--- src/rtl/statki_pkg.sv ---
// Shared constants, fleet table and FSM state type for the ship placement slice.
package statki_pkg;
  localparam int N_CELLS = 10;
  localparam int FLEET_N = 10;
  localparam int ADDR_W  = 7;

  localparam logic [2:0] FLEET_LEN [0:FLEET_N-1] = '{
    3'd4, 3'd3, 3'd3, 3'd2, 3'd2, 3'd2, 3'd1, 3'd1, 3'd1, 3'd1
  };

  typedef enum logic [2:0] {
    S_IDLE,
    S_CLEAR,
    S_WAIT,
    S_BOUND,
    S_CHECK,
    S_WRITE
  } place_state_t;

  // row*10+col built from shifts so no multiplier is needed.
  function automatic logic [ADDR_W-1:0] cell_addr(input logic [3:0] row,
                                                  input logic [3:0] col);
    logic [ADDR_W-1:0] r;
    r = {3'b000, row};
    return (r << 3) + (r << 1) + {3'b000, col};
  endfunction
endpackage

--- src/rtl/ship_place_ctl_if.sv ---
// Board RAM port: one read address with 1-cycle read data, one write port.
interface ship_place_ctl_if;
  import statki_pkg::*;

  logic [ADDR_W-1:0] rd_addr;
  logic              rd_data;
  logic              wr_en;
  logic [ADDR_W-1:0] wr_addr;
  logic              wr_data;

  modport master (output rd_addr, wr_en, wr_addr, wr_data, input rd_data);
  modport slave  (input rd_addr, wr_en, wr_addr, wr_data, output rd_data);
endinterface

--- src/rtl/mouse_to_cell.sv ---
// Registered pixel-to-cell mapping; row/col forced to 0 when the mouse is off the board.
module mouse_to_cell
  import statki_pkg::*;
#(
  parameter int GRID_X0   = 100,
  parameter int GRID_Y0   = 100,
  parameter int CELL_LOG2 = 5
) (
  input  logic        clk,
  input  logic        rst,
  input  logic [11:0] mouse_xpos,
  input  logic [11:0] mouse_ypos,
  output logic [3:0]  cursor_row,
  output logic [3:0]  cursor_col,
  output logic        cursor_valid
);
  logic [11:0] dx, dy, cx, cy;
  logic        in_board;

  assign dx = mouse_xpos - 12'(GRID_X0);
  assign dy = mouse_ypos - 12'(GRID_Y0);
  assign cx = dx >> CELL_LOG2;
  assign cy = dy >> CELL_LOG2;
  assign in_board = (mouse_xpos >= 12'(GRID_X0)) && (mouse_ypos >= 12'(GRID_Y0)) &&
                    (cx < 12'(N_CELLS)) && (cy < 12'(N_CELLS));

  always_ff @(posedge clk or posedge rst) begin
    if (rst) begin
      cursor_row   <= 4'd0;
      cursor_col   <= 4'd0;
      cursor_valid <= 1'b0;
    end else begin
      cursor_row   <= in_board ? cy[3:0] : 4'd0;
      cursor_col   <= in_board ? cx[3:0] : 4'd0;
      cursor_valid <= in_board;
    end
  end
endmodule

--- src/rtl/ship_place_ctl.sv ---
// Fleet placement sequencer: clears the board, then validates and writes ten ships
// chosen by mouse clicks, checking bounds and overlap against board RAM.
module ship_place_ctl
  import statki_pkg::*;
#(
  parameter int GRID_X0   = 100,
  parameter int GRID_Y0   = 100,
  parameter int CELL_LOG2 = 5
) (
  input  logic                    clk,
  input  logic                    rst,
  input  logic [11:0]             mouse_xpos,
  input  logic [11:0]             mouse_ypos,
  input  logic                    mouse_left,
  input  logic                    mouse_right,
  input  logic                    start,
  ship_place_ctl_if.master        ram,
  output logic [3:0]              cursor_row,
  output logic [3:0]              cursor_col,
  output logic                    cursor_valid,
  output logic                    orient,
  output logic [2:0]              ship_len,
  output logic [3:0]              ship_idx,
  output logic                    placing,
  output logic                    done,
  output logic                    err
);
  place_state_t      state, state_nx;
  logic              left_prev, right_prev, left_edge, right_edge;
  logic [3:0]        ship_idx_nx, lat_row, lat_row_nx, lat_col, lat_col_nx;
  logic              orient_nx, placing_nx, done_nx, lat_orient, lat_orient_nx, orient_tog;
  logic [6:0]        clr_cnt, clr_cnt_nx;
  logic [2:0]        step, step_nx, len;
  logic [3:0]        step_row, step_col;
  logic [ADDR_W-1:0] step_addr;
  logic [4:0]        end_pos;

  mouse_to_cell #(.GRID_X0(GRID_X0), .GRID_Y0(GRID_Y0), .CELL_LOG2(CELL_LOG2)) u_cell (
    .clk(clk), .rst(rst), .mouse_xpos(mouse_xpos), .mouse_ypos(mouse_ypos),
    .cursor_row(cursor_row), .cursor_col(cursor_col), .cursor_valid(cursor_valid)
  );

  assign left_edge  = mouse_left & ~left_prev;
  assign right_edge = mouse_right & ~right_prev;
  assign len        = FLEET_LEN[ship_idx];
  assign ship_len   = placing ? len : 3'd0;
  assign step_row   = lat_row + (lat_orient ? {1'b0, step} : 4'd0);
  assign step_col   = lat_col + (lat_orient ? 4'd0 : {1'b0, step});
  assign step_addr  = cell_addr(step_row, step_col);
  assign end_pos    = (lat_orient ? {1'b0, lat_row} : {1'b0, lat_col}) + {2'b00, len} - 5'd1;

  always_ff @(posedge clk or posedge rst) begin
    if (rst) begin
      state      <= S_IDLE;
      left_prev  <= 1'b0;
      right_prev <= 1'b0;
      ship_idx   <= 4'd0;
      orient     <= 1'b0;
      placing    <= 1'b0;
      done       <= 1'b0;
      clr_cnt    <= 7'd0;
      step       <= 3'd0;
      lat_row    <= 4'd0;
      lat_col    <= 4'd0;
      lat_orient <= 1'b0;
    end else begin
      state      <= state_nx;
      left_prev  <= mouse_left;
      right_prev <= mouse_right;
      ship_idx   <= ship_idx_nx;
      orient     <= orient_nx;
      placing    <= placing_nx;
      done       <= done_nx;
      clr_cnt    <= clr_cnt_nx;
      step       <= step_nx;
      lat_row    <= lat_row_nx;
      lat_col    <= lat_col_nx;
      lat_orient <= lat_orient_nx;
    end
  end

  always_comb begin
    state_nx      = state;
    ship_idx_nx   = ship_idx;
    orient_nx     = orient;
    placing_nx    = placing;
    done_nx       = done;
    clr_cnt_nx    = clr_cnt;
    step_nx       = step;
    lat_row_nx    = lat_row;
    lat_col_nx    = lat_col;
    lat_orient_nx = lat_orient;
    orient_tog    = orient ^ right_edge;
    err           = 1'b0;
    ram.rd_addr   = '0;
    ram.wr_en     = 1'b0;
    ram.wr_addr   = '0;
    ram.wr_data   = 1'b0;
    case (state)
      S_IDLE: begin
        if (start) begin
          ship_idx_nx = 4'd0;
          orient_nx   = 1'b0;
          done_nx     = 1'b0;
          clr_cnt_nx  = 7'd0;
          state_nx    = S_CLEAR;
        end
      end
      S_CLEAR: begin
        ram.wr_en   = 1'b1;
        ram.wr_addr = clr_cnt;
        clr_cnt_nx  = clr_cnt + 7'd1;
        if (clr_cnt == 7'(N_CELLS * N_CELLS - 1)) begin
          placing_nx = 1'b1;
          state_nx   = S_WAIT;
        end
      end
      S_WAIT: begin
        // A simultaneous right edge toggles before the left edge latches orientation.
        orient_nx = orient_tog;
        if (left_edge && cursor_valid) begin
          lat_row_nx    = cursor_row;
          lat_col_nx    = cursor_col;
          lat_orient_nx = orient_tog;
          state_nx      = S_BOUND;
        end
      end
      S_BOUND: begin
        step_nx = 3'd0;
        if (end_pos >= 5'(N_CELLS)) begin
          err      = 1'b1;
          state_nx = S_WAIT;
        end else begin
          state_nx = S_CHECK;
        end
      end
      S_CHECK: begin
        // Read of cell k is issued at step k; its data is judged at step k+1.
        if (step < len) ram.rd_addr = step_addr;
        if (step != 3'd0 && ram.rd_data) begin
          err      = 1'b1;
          state_nx = S_WAIT;
        end else if (step == len) begin
          step_nx  = 3'd0;
          state_nx = S_WRITE;
        end else begin
          step_nx = step + 3'd1;
        end
      end
      S_WRITE: begin
        ram.wr_en   = 1'b1;
        ram.wr_addr = step_addr;
        ram.wr_data = 1'b1;
        step_nx     = step + 3'd1;
        if (step == len - 3'd1) begin
          if (ship_idx == 4'(FLEET_N - 1)) begin
            placing_nx = 1'b0;
            done_nx    = 1'b1;
            state_nx   = S_IDLE;
          end else begin
            ship_idx_nx = ship_idx + 4'd1;
            state_nx    = S_WAIT;
          end
        end
      end
      default: state_nx = S_IDLE;
    endcase
  end
endmodule

--- src/flat_wrapper.sv ---
// flat-port wrapper written by rule: the top's interface ports become plain ports
module ship_place_ctl_flat import statki_pkg::*;
#(
  parameter int GRID_X0   = 100,
  parameter int GRID_Y0   = 100,
  parameter int CELL_LOG2 = 5
)
  (clk, rst, mouse_xpos, mouse_ypos, mouse_left, mouse_right, start, cursor_row, cursor_col, cursor_valid, orient, ship_len, ship_idx, placing, done, err, ram_rd_addr, ram_wr_en, ram_wr_addr, ram_wr_data, ram_rd_data);
  ship_place_ctl_if ram_i ();
  input  logic clk;
  input  logic rst;
  input  logic [11:0] mouse_xpos;
  input  logic [11:0] mouse_ypos;
  input  logic mouse_left;
  input  logic mouse_right;
  input  logic start;
  output logic [3:0] cursor_row;
  output logic [3:0] cursor_col;
  output logic cursor_valid;
  output logic orient;
  output logic [2:0] ship_len;
  output logic [3:0] ship_idx;
  output logic placing;
  output logic done;
  output logic err;
  output wire logic [$bits(ram_i.rd_addr)-1:0] ram_rd_addr;
  output wire logic [$bits(ram_i.wr_en)-1:0] ram_wr_en;
  output wire logic [$bits(ram_i.wr_addr)-1:0] ram_wr_addr;
  output wire logic [$bits(ram_i.wr_data)-1:0] ram_wr_data;
  input wire logic [$bits(ram_i.rd_data)-1:0] ram_rd_data;
  assign ram_rd_addr = ram_i.rd_addr;
  assign ram_wr_en = ram_i.wr_en;
  assign ram_wr_addr = ram_i.wr_addr;
  assign ram_wr_data = ram_i.wr_data;
  assign ram_i.rd_data = ram_rd_data;
  ship_place_ctl #(.GRID_X0(GRID_X0), .GRID_Y0(GRID_Y0), .CELL_LOG2(CELL_LOG2)) u_core (.clk(clk), .rst(rst), .mouse_xpos(mouse_xpos), .mouse_ypos(mouse_ypos), .mouse_left(mouse_left), .mouse_right(mouse_right), .start(start), .ram(ram_i), .cursor_row(cursor_row), .cursor_col(cursor_col), .cursor_valid(cursor_valid), .orient(orient), .ship_len(ship_len), .ship_idx(ship_idx), .placing(placing), .done(done), .err(err));
endmodule
--- config.mk ---
export PLATFORM = sky130hd
export DESIGN_NAME = ship_place_ctl_flat
export DESIGN_NICKNAME = d
export VERILOG_FILES = /design/src/rtl/statki_pkg.sv /design/src/rtl/ship_place_ctl_if.sv /design/src/rtl/mouse_to_cell.sv /design/src/rtl/ship_place_ctl.sv /design/src/flat_wrapper.sv
export SDC_FILE = /design/constraint.sdc
export NUM_CORES = 1
export LEC_CHECK = 0
export ABC_AREA = 1
export BUFFER_PORTS_ARGS = -buffer_cell sky130_fd_sc_hd__buf_2
export CAP_MARGIN = 25
export CELL_PAD_IN_SITES_DETAIL_PLACEMENT = 0
export CELL_PAD_IN_SITES_GLOBAL_PLACEMENT = 2
export CORE_MARGIN = 4
export CORE_UTILIZATION = 32
export CTS_CLUSTER_SIZE = 30
export DETAILED_ROUTE_END_ITERATION = 8
export GPL_ROUTABILITY_DRIVEN = 0
export PLACE_DENSITY = 0.77
export SYNTH_ARGS = -nofsm -noshare
export SYNTH_HDL_FRONTEND = slang
export SYNTH_SLANG_ARGS = --single-unit
--- constraint.sdc ---
create_clock -name clk -period 4.78 [get_ports clk]
set_clock_uncertainty 0.2 [all_clocks]
set_input_delay 0.956 -clock clk [delete_from_list [all_inputs] [get_ports clk]]
set_output_delay 0.956 -clock clk [all_outputs]
set_load 0.02 [all_outputs]
==> After elaboration in Yosys (flattened, before gate mapping) <==
Memory sizes are Yosys's and may differ from the RTL's.
Cells that the tools add are included.
{ "totals": {"ff_bits": 40, "mem_bits_ro": 48, "in_bits": 30, "word_cells": 122, "mem_count": 1} }
{ "op_classes": {"add_sub_neg": 12, "n_lt_le_gt_ge": 7, "n_eq_ne": 17, "muxes": 43, "bitwise_logic": 6, "reduce_logical": 21} }
{ "memory_table": {"columns": ["name", "words", "word_bits", "rd", "rd_ports_with_merged_regs", "write_ports", "line", "rtl"], "rows": [
  ["(no name shown)", 16, 3, 1, 0, 0, "ship_place_ctl.sv:45", "assign len = FLEET_LEN[ship_idx];"]
]} }
{ "op_table": {"columns": ["operator", "n"], "rows": [
  ["$mux W3", 14],
  ["$pmux W7 S2", 2],
  ["$ge A12 B7 Y1 const B", 2],
  ["$mux W4", 6],
  ["$sub A12 B7 Y12 const B", 2],
  ["$mux W7", 3],
  ["$pmux W3 S6", 1],
  ["$lt A7 B4 Y1 const B", 2],
  ["$reduce_and A4 Y1", 3],
  ["$mux W1", 10],
  ["$pmux W3 S3", 1],
  ["$add A4 B4 Y4", 2],
  ["$ne A2 B1 Y1 const B", 4],
  ["$pmux W1 S2", 4],
  ["$pmux W4 S2", 1],
  ["$reduce_and A2 Y1", 4],
  ["$reduce_bool A2 Y1", 4],
  ["$add A7 B1 Y7 const B", 1],
  ["$add A7 B4 Y7", 1],
  ["$add A7 B5 Y7", 1],
  ["$eq A7 B7 Y1 const B", 1],
  ["$eq A3 B2 Y1 const B", 2],
  ["$eq A3 B3 Y1", 2],
  ["$eq A3 B3 Y1 const B", 2],
  ["22 further kinds", 31]
]} }

==> Logic depth before layout (Yosys ltp) <==
{ "logic_depth": {"ltp_word": 9, "mapped_depth": 16} }

==> Modules after synthesis <==
Synthesis repeated with hierarchy kept, for this count alone.
{ "unflattened": {"cells_unflattened": 446, "hier_area_um2": 3324.4} }
{ "by_module_without_submodules": {"columns": ["module", "instances", "cells_per_inst", "area_per_inst_um2"], "rows": [
  ["ship_place_ctl", 1, 339, 2557.5],
  ["mouse_to_cell", 1, 107, 767.0]
]} }

==> Worst setup path before layout <==
OpenSTA, ideal clock, no wires.
{ "synth_path": {"path_type": "reg-to-output", "from": "register u_core.lat_orient", "to": "output port ram_wr_addr[6]", "arrival_time_ns": 3.305, "required_time_ns": 3.624, "slack_ns": 0.319, "stages_incl_launch_ff": 15, "n_path_buf": 1, "path_cell_list": "dfrtp_1 > clkbuf_1 > nand2_1 > inv_1 > ha_1 > fa_1 > xnor2_1 > fa_1 > inv_1 > fa_1 > nand2_1 > nand2_1 > a21oi_1 > xnor2_1 > o21ai_0"} }
{ "synth_via": {"elab_chain_len": 5, "word_cells_on_any_way": 7, "cone_classes": "add/sub: 4; mux: 3"} }
{ "synth_lines": {"columns": ["item", "line", "rtl"], "rows": [
  ["start: declaration", "ship_place_ctl.sv:31", "logic orient_nx, placing_nx, done_nx, lat_orient, lat_orient_nx, orient_tog;"],
  ["start signal: assignment", "ship_place_ctl.sv:78", "lat_orient <= lat_orient_nx;"],
  ["$mux W3", "ship_place_ctl.sv:47", "assign step_row = lat_row + (lat_orient ? {1'b0, step} : 4'd0);"],
  ["$add A4 B4 Y4", "ship_place_ctl.sv:47", null],
  ["$add A7 B5 Y7", "statki_pkg.sv:25", "return (r << 3) + (r << 1) + {3'b000, col};"],
  ["$add A7 B4 Y7 (*)", "statki_pkg.sv:25", null],
  ["$pmux W7 S2 (*)", "ship_place_ctl.sv:99", "case (state)"],
  ["end: declaration", "flat_wrapper.sv:28", "output wire logic [$bits(ram_i.wr_addr)-1:0] ram_wr_addr;"]
]} }
Mark *: on every way between the ends. The rest lies on a longest branch, timed or not.

==> Worst setup path after layout <==
Ends and elaborated chain as after synthesis.

==> results.txt <==
IR analysis of the VDD net gives a maximum drop of 0.1358 mV. The global-route wire length before repair is 12520 um. The design internal power is 0.7311 mW.

The post-synthesis instance total came out at 417. The slew at the pin closest to its max-slew limit came out at 0.5712 ns. CTS built an H-tree with a depth of 2. The HPWL after detailed placement came out at 6138 um. The critical-path maximum fanout is 8.

The proportion of layout cells with a drive suffix above 1 is 25.46%. The critical path in this run is classified as reg -> out. The detailed route wirelength on metal3 is 350 um. The clock-pin slew reported for the worst setup and hold paths after clock tree synthesis came out at 0.09 ns. The maximum number of pins on one net before global-route repair is 41. The count of synthesis-stage warnings from yosys is 0. The max-capacitance violation count came out at 0.

In this run, synthesis produced a sequential element count of 40. The count of final hold-check violations came out at 0. Routed signal wires occupy layers up through met4.

The buffers plus inverters on the worst setup path came out at 3. The mapped cell area is 3206 sq um. The required time at the endpoint of the critical path came out at 3.62 ns.

The global-route usage over all layers is 13.36%. In the final routing, the length of wire on met1 measures 3738 um. The number of antenna diodes in the final layout is 0.

The die covers 11680 sq um. The shortest period the worst path allows is 4.611 ns. The endpoint identified for the worst register-to-register timing path is u_core.state[2]$_DFFE_PP0P_. The path with the worst hold slack has its endpoint at u_core.done$_DFFE_PP0P_. The initial cell density of the core is 32.80%. In this run the tightest slew margin relative to its limit is 61.75%. For this design, the slowest cell found on the critical path is sky130_fd_sc_hd__fa_1. The first-pass iteration count of the detailed router came out at 4.

The number of antenna violations at the first check in global routing came out at 0. The count of vias placed by the detailed router is 2752. The total global routing overflow is 0. The critical path goes through nand2_1 -> inv_1 -> ha_1 -> fa_1 -> xnor2_2 -> fa_1 -> inv_1 -> fa_1 -> nand2_1 -> nand2_1 -> a21oi_1 -> xnor2_1 -> o21ai_1 -> buf_4.

66 I/O pins were placed. The final wirelength came out at 7569 um. The worst setup path is launched from a flip-flop.

The share of the clock period used by the worst path after layout came out at 96.46%. The total number of clock tree sinks came out at 40. The area after detailed placement came out at 3661 sq um. The category of the worst setup path capture point is a primary output.

The number of nets produced by synthesis came out at 481. The area added between synthesis and finish came out at 19.16%. The finished cells cover 3820 sq um. Setup violations remaining at the end of the flow were counted as 0. The vias per cell is 4.439. The arrival time at the worst endpoint came out at 3.45 ns. Setup repair after global routing left no endpoint under its margin. The leakage power of the design is 2.140 nW. The finished layout holds 620 standard cells, fillers aside. Detailed routing placed a total of 3409 um of wire on met2.

The number of CTS-inserted buffers came out at 5. In the routed design, unresolved DRC markers number 0. The part of the power in the clock network came out at 22.5%. The tree is rooted in a sky130_fd_sc_hd__clkbuf_8. The top cell family by delay on the critical path is adder cells. The depth of the most critical reg-to-reg path is 15. The later pin in the worst-skew pair is clocked with a latency of 0.29 ns. The post-route core utilization is 39.08%. In this run the power density over the cells is 336.9 nW/um^2.

The cell depth of the worst min-delay path is 2. The number of enable flip-flop cells after synthesis came out at 0. The count of hold-fix buffers inserted at cts is 0. The row count came out at 36. In this run the remaining antenna-violating nets after routing total 0. The die height came out at 108.1 um. The number of violations reported at the end of detailed-routing iteration 0 came out at 75. TritonCTS built the clock tree.

In this run the most critical hold path is launched from u_core.done$_DFFE_PP0P_. In the layout the commonest cells are 82 x sky130_fd_sc_hd__nand2_1, 65 x sky130_fd_sc_hd__inv_1, 60 x sky130_fd_sc_hd__buf_2. Summing the sequential cell areas from Yosys gives 31.23% of the chip area.

The analysis attributes to net switching a power of 0.5558 mW. In the synthesized netlist the dominant register cell turns out to be sky130_fd_sc_hd__dfrtp_1. The core outline area is 9774 sq um. After synthesis, the mean cell area works out to 7.687 sq um. The run finished with clean final reports. The via count of the first global-routing pass is 2654. The average wire per standard cell is 12.21 um. Leaving out fill and tap cells, the most frequent cell in the layout is sky130_fd_sc_hd__nand2_1. In this run the worst hold path is classified as reg -> reg.

For this run, the top clock speed supported by timing is 216.9 MHz. In this run, the combinational gates consume 44.8% of the power. The worst register-to-register path begins at u_core.ship_idx[0]$_DFFE_PP0P_.

The horizontal die dimension is 108.1 um. The fraction of power consumed by sequential logic came out at 32.7%. The register-to-register path setup slack is 1.83 ns. The peak per-stage delay on the critical path is 0.53 ns. The sum of negative setup slack came out at 0 ns. The final net count is 550. Including well taps, the total number of placed cells is 608.

The switching share of total power came out at 43.19%. The count of unique library cells instantiated by Yosys came out at 44. The longest clock path from root to sink contains 2 buffers. The count of input and output buffers is 61.

The async set-or-reset flop fraction in the synthesized netlist came out at 100.0%. The final-report max-slew violation count is 0.
[sequential cells by signal, indices dropped and copies added, names as in the netlist]
signal / cells
u_core.clr_cnt: 7
u_core.lat_col: 4
u_core.lat_row: 4
u_core.ship_idx: 4
u_core.u_cell.cursor_col: 4
u_core.u_cell.cursor_row: 4
u_core.state: 3
u_core.step: 3
u_core.done: 1
u_core.lat_orient: 1
u_core.left_prev: 1
u_core.orient: 1
u_core.placing: 1
u_core.right_prev: 1
u_core.u_cell.cursor_valid: 1
[through the flow]
step	setup slack, ns	hold slack, ns	power (mW)
after detailed placement	0.3301	0.2681	1.009
after CTS	0.002170	0.2933	1.308
after floorplan	0.3185	0.3024	0.8549
after global placement	0.3728	0.2621	1.004
final	0.1694	0.2908	1.287
after global routing	0.01397	0.3086	1.394
[timing repair]
action                                  in CTS  in global routing
setup buffers                                0                  4
endpoints found under the setup margin       0                  2
gates resized for setup                      0                  5
[worst max-delay path by stage]
stage          cells after the start                           from              to
2_1_floorplan                     14  u_core.lat_orient$_DFFE_PP0P_  ram_wr_addr[6]
3_3_place_gp                      14  u_core.lat_orient$_DFFE_PP0P_  ram_wr_addr[6]
3_5_place_dp                      14  u_core.lat_orient$_DFFE_PP0P_  ram_wr_addr[6]
4_1_cts                           14  u_core.lat_orient$_DFFE_PP0P_  ram_wr_addr[6]
5_1_grt                           14  u_core.lat_orient$_DFFE_PP0P_  ram_wr_addr[6]
6_report                          14  u_core.lat_orient$_DFFE_PP0P_  ram_wr_addr[6]
[tightest hold or removal path: cells and delay by family, from the launching register on]
| family | cells | cell delay (ns) |
|---|---|---|
| flops | 1 | 0.35 |
| simple gates | 2 | 0.11 |
[layer usage]
layer,GRT usage (%),vias up
met1,18.47,1237
met3,2.866,6
li1,-,1461
met4,3.336,0
met5,0,-
met2,21.31,48
[synth_stat cells, types with 2 or more instances]
library cell	instances	area [sq um]
sky130_fd_sc_hd__a21oi_1	11	55.05
sky130_fd_sc_hd__buf_4	3	22.52
sky130_fd_sc_hd__clkinv_1	2	7.510
sky130_fd_sc_hd__dfrtp_1	40	1001
sky130_fd_sc_hd__fa_1	5	100.1
sky130_fd_sc_hd__ha_1	29	362.9
sky130_fd_sc_hd__inv_1	65	244.0
sky130_fd_sc_hd__inv_2	9	33.78
sky130_fd_sc_hd__mux2_2	3	33.78
sky130_fd_sc_hd__nand2_1	82	307.8
sky130_fd_sc_hd__nand2_2	7	43.79
sky130_fd_sc_hd__nand3_1	30	150.1
sky130_fd_sc_hd__nand3_2	3	30.03
sky130_fd_sc_hd__nand3b_1	2	15.01
sky130_fd_sc_hd__nand4_1	2	12.51
sky130_fd_sc_hd__nor2_1	41	153.9
sky130_fd_sc_hd__nor2_2	9	56.30
sky130_fd_sc_hd__nor2_4	3	33.78
sky130_fd_sc_hd__nor2_8	2	40.04
sky130_fd_sc_hd__nor3_1	3	15.01
sky130_fd_sc_hd__o21ai_0	19	95.09
sky130_fd_sc_hd__o21ai_1	5	25.02
sky130_fd_sc_hd__o21ai_2	2	17.52
sky130_fd_sc_hd__o22ai_1	6	37.54
sky130_fd_sc_hd__xnor2_1	9	78.83
sky130_fd_sc_hd__xor2_1	7	61.31
[kinds of logic (layout without fill, tap and decap cells)]
family / after synthesis / after routing / share of synthesized area (%)
and+or+nand+nor: 189 / 189 / 28.77
buffers and inverters: 83 / 153 / 10.23
AOI/OAI and AO/OA: 51 / 51 / 9.602
DFF: 40 / 40 / 31.23
adders and majority gates: 34 / 34 / 14.44
xor gates and xnor gates: 16 / 16 / 4.372
muxes: 4 / 4 / 1.366
[layout make-up]
cell class | instances | area, sq um
fill | 1065 | 5954
multi-input combinational | 294 | 1884
sequential | 40 | 1003
timing repair buffer | 67 | 352.8
inverter | 78 | 296.5
tap | 133 | 166.4
clock buffer | 5 | 68.82
clock inverter | 3 | 47.55
[power by group through the flow]
stage	combinational [mW]	sequential (mW)	clock, mW
after floorplan	0.423	0.432	0
after global placement	0.576	0.428	0
after detailed placement	0.579	0.429	0
after CTS	0.584	0.422	0.302
after global routing	0.650	0.428	0.315
final	0.576	0.421	0.289
No activity file was read; power rests on OpenSTA's default activity.
